===== src/rtl/airi5c_itof_scheduler.sv =====
// Round-robin scheduler sharing one int-to-float converter between two requesters.
// Optional sticky NX accumulator enabled by defining AIRI5C_ITOF_FFLAGS_EN.
module airi5c_itof_scheduler #(
    parameter int WAIT_MAX = 4
) (
    input  logic        clk,
    input  logic        n_reset,
    input  logic        kill,
    input  logic        req0_valid,
    output logic        req0_ready,
    input  logic        req0_signed,
    input  logic [2:0]  req0_rm,
    input  logic [31:0] req0_data,
    input  logic        req1_valid,
    output logic        req1_ready,
    input  logic        req1_signed,
    input  logic [2:0]  req1_rm,
    input  logic [31:0] req1_data,
    output logic        rsp0_valid,
    input  logic        rsp0_ready,
    output logic [31:0] rsp0_data,
    output logic        rsp0_nx,
    output logic        rsp1_valid,
    input  logic        rsp1_ready,
    output logic [31:0] rsp1_data,
    output logic        rsp1_nx,
    output logic        cvt_load,
    output logic        cvt_kill,
    output logic        cvt_op_cvtif,
    output logic        cvt_op_cvtuf,
    output logic [2:0]  cvt_rm,
    output logic [31:0] cvt_int,
    input  logic [31:0] cvt_float,
    input  logic        cvt_ie,
    input  logic        cvt_ready,
    output logic        fflags_nx,
    input  logic        fflags_clr,
    output logic        timeout_err
);

    typedef enum logic [1:0] {S_IDLE, S_ISSUE, S_WAIT, S_RESP} state_e;

    localparam logic [3:0]  CNT_LAST = 4'(WAIT_MAX - 1);
    localparam logic [31:0] QNAN     = 32'h7FC00000;

    state_e      state_q;
    logic        owner_q, sgn_q, rr_q, nx_q, tmo_q;
    logic [2:0]  rm_q;
    logic [31:0] data_q, res_q;
    logic [3:0]  cnt_q;

    logic grant, accept, timeout_hit, rsp_vld, rsp_hs;

    // Lone requester always wins; contention resolved by rr_q.
    always_comb begin
        grant = rr_q;
        if (req0_valid && !req1_valid)      grant = 1'b0;
        else if (req1_valid && !req0_valid) grant = 1'b1;
    end

    assign accept      = (state_q == S_IDLE) && !kill && (req0_valid || req1_valid);
    assign req0_ready  = accept && !grant;
    assign req1_ready  = accept && grant;

    assign timeout_hit = (state_q == S_WAIT) && !cvt_ready && (cnt_q == CNT_LAST);
    assign cvt_load    = (state_q == S_ISSUE) && !kill;
    assign cvt_kill    = (kill && state_q != S_IDLE) || timeout_hit;
    assign cvt_op_cvtif = (state_q == S_ISSUE) && sgn_q;
    assign cvt_op_cvtuf = (state_q == S_ISSUE) && !sgn_q;
    assign cvt_rm      = rm_q;
    assign cvt_int     = data_q;

    assign rsp_vld     = (state_q == S_RESP) && !kill;
    assign rsp0_valid  = rsp_vld && !owner_q;
    assign rsp1_valid  = rsp_vld && owner_q;
    assign rsp_hs      = (rsp0_valid && rsp0_ready) || (rsp1_valid && rsp1_ready);
    assign rsp0_data   = res_q;
    assign rsp1_data   = res_q;
    assign rsp0_nx     = nx_q;
    assign rsp1_nx     = nx_q;
    assign timeout_err = tmo_q;

    always_ff @(posedge clk) begin
        if (!n_reset) begin
            state_q <= S_IDLE;
            owner_q <= 1'b0;
            sgn_q   <= 1'b0;
            rr_q    <= 1'b0;
            rm_q    <= '0;
            data_q  <= '0;
            res_q   <= '0;
            nx_q    <= 1'b0;
            cnt_q   <= '0;
            tmo_q   <= 1'b0;
        end else if (kill && state_q != S_IDLE) begin
            state_q <= S_IDLE;
        end else begin
            case (state_q)
                S_IDLE: if (accept) begin
                    owner_q <= grant;
                    sgn_q   <= grant ? req1_signed : req0_signed;
                    rm_q    <= grant ? req1_rm : req0_rm;
                    data_q  <= grant ? req1_data : req0_data;
                    rr_q    <= !grant;
                    state_q <= S_ISSUE;
                end
                S_ISSUE: begin
                    cnt_q   <= '0;
                    state_q <= S_WAIT;
                end
                S_WAIT: begin
                    if (cvt_ready) begin
                        res_q   <= cvt_float;
                        nx_q    <= cvt_ie;
                        state_q <= S_RESP;
                    end else if (cnt_q == CNT_LAST) begin
                        res_q   <= QNAN;
                        nx_q    <= 1'b0;
                        tmo_q   <= 1'b1;
                        state_q <= S_RESP;
                    end else begin
                        cnt_q   <= cnt_q + 4'd1;
                    end
                end
                S_RESP: if (rsp_hs) state_q <= S_IDLE;
                default: state_q <= S_IDLE;
            endcase
        end
    end

`ifdef AIRI5C_ITOF_FFLAGS_EN
    logic fnx_q;

    // Set beats clear when both happen in one cycle.
    always_ff @(posedge clk) begin
        if (!n_reset)              fnx_q <= 1'b0;
        else if (rsp_hs && nx_q)   fnx_q <= 1'b1;
        else if (fflags_clr)       fnx_q <= 1'b0;
    end
    assign fflags_nx = fnx_q;
`else
    logic unused_fflags_clr;
    assign unused_fflags_clr = fflags_clr;
    assign fflags_nx = 1'b0;
`endif

endmodule

===== config.mk =====
export PLATFORM = sky130hd
export DESIGN_NAME = airi5c_itof_scheduler
export DESIGN_NICKNAME = d
export VERILOG_FILES = /design/src/rtl/airi5c_itof_scheduler.sv
export SDC_FILE = /design/constraint.sdc
export NUM_CORES = 1
export LEC_CHECK = 0
export ABC_AREA = 1
export CAP_MARGIN = 10
export CORE_MARGIN = 1
export CORE_UTILIZATION = 40
export CTS_CLUSTER_SIZE = 25
export DETAILED_ROUTE_END_ITERATION = 12
export PLACE_DENSITY = 0.91
export SLEW_MARGIN = 20
export SYNTH_ARGS = -nofsm -noshare
export SYNTH_HDL_FRONTEND = slang
export SYNTH_SLANG_ARGS = --single-unit

===== constraint.sdc =====
create_clock -name clk -period 3.55 [get_ports clk]
set_clock_uncertainty 0.15 [all_clocks]
set_input_delay 0.355 -clock clk [delete_from_list [all_inputs] [get_ports clk]]
set_output_delay 0.355 -clock clk [all_outputs]
set_load 0.01 [all_outputs]

==> results.md <==
- Initial antenna violation count: 0
- Slew margin rel.: 46.7%
- Area Overhead vs Synth: 53.7%
- Row cnt: 36
- Net count after synthesis: 766
- Crit Path Max Fanout: 11
- P_leak: 2.97 nW
- Crit. End Element: primary output
- Top Family by Delay on Critical Path: buffers and inverters
- Clock Latency Late Sink: 340 ps
- RSZ-0062 raised after global routing: no
- Status: finished, final reports clean
- Synth Area per Inst: 6.42 um2
- CP required: 3040 ps
- Wire length per cell: 12.9 um
- Finished Cell Area: 6380 um2
- Reg area: 1560 um2
- Maxcap violations: 0
- Post-synthesis cell type count: 27
- IO buf count: 222
- Placement Cell Area: 6140 um2
- Startpoint types: input port
- # DRC: 0
- FF+latch count, synth: 78
- Post-Syn Area: 4150 um2
- Worst reg2reg endpoint: cvt_int[5]$_SDFFE_PN0P_
- Nets: 937
- Worst setup endpoint: req0_ready
- Pwr dens: 543 nW/um2
- Hold-fix buffers, CTS: 0
- Cell count after synthesis: 646
- Io pins: 225
- R2r worst-path depth: 9
- Dpl cells: 939
- Clk sinks: 78
- Vias in the first global route: 3,996
- Post-Layout Cell Count: 954
- Die width: 104 um
- Worst hold path depth: 1
- Worst-margin pin slew: 794 ps
- Overall Global Routing Usage: 22.3%
- Drt pass-1 iters: 5
- Critical Path Most Common Cell: clkdlybuf4s50_1
- Core Area: 9910 um2
- Via count: 4,361
- Fmax: 380 MHz
- Crit-path slowest cell: clkdlybuf4s50_1
- Final worst-path cycle share: 74.1%
- Inserted Clock Buffers: 9
- Die area: 10,800 um2
- DIE HEIGHT: 104 um
- Setup fix buffers added after clock tree synthesis: 0
- Htree depth: 3
- Total stage count of the critical path: 7
- CTS Buffer Depth: 2
- GPL Wtd Cong: 0.815
- Post-CTS resize count: 0
- Area of the multi-input gates: 1800 um2
- DP HPWL: 8900 um
- Final critical-path required period: 2630 ps
- Peak supply drop: 0.266 mV
- Setup-failing EPs final: 0
- Crit path cell chain: clkdlybuf4s50_1 > inv_1 > nand2_2 > nand3_2 > inv_4 > and2_1 > clkdlybuf4s50_1
- Global-route wire length before repair: 19,300 um
- Critical path startpoint: req1_valid
- Final ANT Viol Nets: 0
- Slowest stage delay, CP: 570 ps
- R2r setup slk: 1430 ps
- Final Util: 64.4%
- CTS tree: built
- Hold WC Path Type: flip-flop to flip-flop
- Largest net degree at the start of global routing: 52
- Final hold violation count: 0
- Sequential element share of the synthesized area: 37.6%
- Fraction of layout instances using a drive strength above 1: 4.63%
- Post-Route Setup TNS: 0 ps
- WP data arrival: 2130 ps
- Diode count: 0
- Worst Setup Path Type: input port to primary output
- Power, Total: 3.46 mW
- Drt total wl: 12,300 um
- Ys Warns: 0
- Root Driver: clkbuf_8
- Worst Path Buf+Inv: 4
- Reg2Reg Launch Point: state_q[0]$_SDFFE_PP0P_
- Slew Viols, Final: 0
- Routed vias/inst: 4.57
- Gr ovfl total: 0
- FILL cells: 853
- Clock slew at reported path FFs: 80 ps
- Initial DRC count: 281
- Initial core utilization: 41.9%
[report_power, final]
part	switching (mW)	internal [mW]
combinational	0.780	0.731
sequential	0.118	1.04
clock	0.314	0.482
total	1.21	2.25
[state kept, by name (all words and copies together) (netlist names)]
name	count
sgn_q	1
rsp0_data	32
owner_q	1
cvt_int	32
timeout_err	1
state_q	2
cvt_rm	3
cnt_q	4
rr_q	1
rsp0_nx	1
[cell families (layout without fill, tap and decap cells)]
kind of cell | Yosys count | after routing | share of synthesized area, %
xor+xnor | 1 | 1 | 0.211
fa+ha+maj | 6 | 6 | 1.81
flops | 78 | 78 | 37.6
buf+inv | 159 | 334 | 19.2
simple gates | 388 | 388 | 39.4
other cells | 1 | 1 | 0.0904
compound gates | 13 | 13 | 1.66
[final cells by class]
class / count / area share, %
timing repair buffer: 229 / 35.6
multi-input combinational: 409 / 28.3
sequential: 78 / 24.5
inverter: 90 / 5.34
tap: 133 / 2.61
clock buffer: 11 / 2.22
clock inverter: 4 / 1.49
[stage by stage]
stage	hold WS, ps	worst slack [ps]
2_1_floorplan	322	1860
3_3_place_gp	319	937
3_5_place_dp	327	921
4_1_cts	346	915
5_1_grt	364	790
6_report	341	920
[worst register-to-register path: cells and delay by family (launching register included)]
family	cells	cell delay, ps
buffers and inverters	4	690
flip-flops	1	350
adder cells (fa/ha/maj)	1	210
AND/OR/NAND/NOR	4	680
[worst min path at each step]
stage	startpoint	to	slack, ps
6_report	timeout_err$_SDFFE_PN0P_	timeout_err$_SDFFE_PN0P_	340
4_1_cts	timeout_err$_SDFFE_PN0P_	timeout_err$_SDFFE_PN0P_	350
3_5_place_dp	timeout_err$_SDFFE_PN0P_	timeout_err$_SDFFE_PN0P_	330
3_3_place_gp	timeout_err$_SDFFE_PN0P_	timeout_err$_SDFFE_PN0P_	320
2_1_floorplan	cnt_q[1]$_SDFFE_PN0P_	cnt_q[1]$_SDFFE_PN0P_	320
5_1_grt	timeout_err$_SDFFE_PN0P_	timeout_err$_SDFFE_PN0P_	360
[Yosys cell counts, drive strengths merged]
library cell	count	area, um2
clkbuf	8	30.0
and3	1	6.26
nor2	53	199
inv	89	337
xnor2	1	8.76
nand4	3	18.8
buf	61	427
dfxtp	78	1560
nand3	79	445
nand2	240	903
o21ai	7	35.0
and2	1	6.26
clkinv	1	3.75
conb	1	3.75
ha	6	75.1
a22o	1	8.76
a21oi	5	25.0
nor3	11	55.1
[routing by layer]
metal / track usage [%] / vias to the layer above / share of wire [%] / wire [um]
li1: - / 2242 / - / -
met1: 25.9 / 1909 / 42 / 5180
met2: 38.1 / 189 / 47 / 5790
met3: 7.30 / 21 / 8.6 / 1060
met4: 8.27 / 0 / 2.2 / 273
met5: 0 / - / 0 / 0
[placed cells by master (no fill, tap or decap), types with 2 or more instances in the layout]
master and n:
o21ai_1 2, nand3_1 69, a21oi_1 5, clkdlybuf4s50_1 221, inv_1 86, nand3_2 10, ha_1 6, nand2_1 239
buf_4 7, o21ai_0 4, bufinv_16 3, nand4_1 3, nor2_1 52, dfxtp_1 78, nor3_1 11, clkbuf_8 10
inv_2 2
No activity file was read; power rests on OpenSTA's default activity.
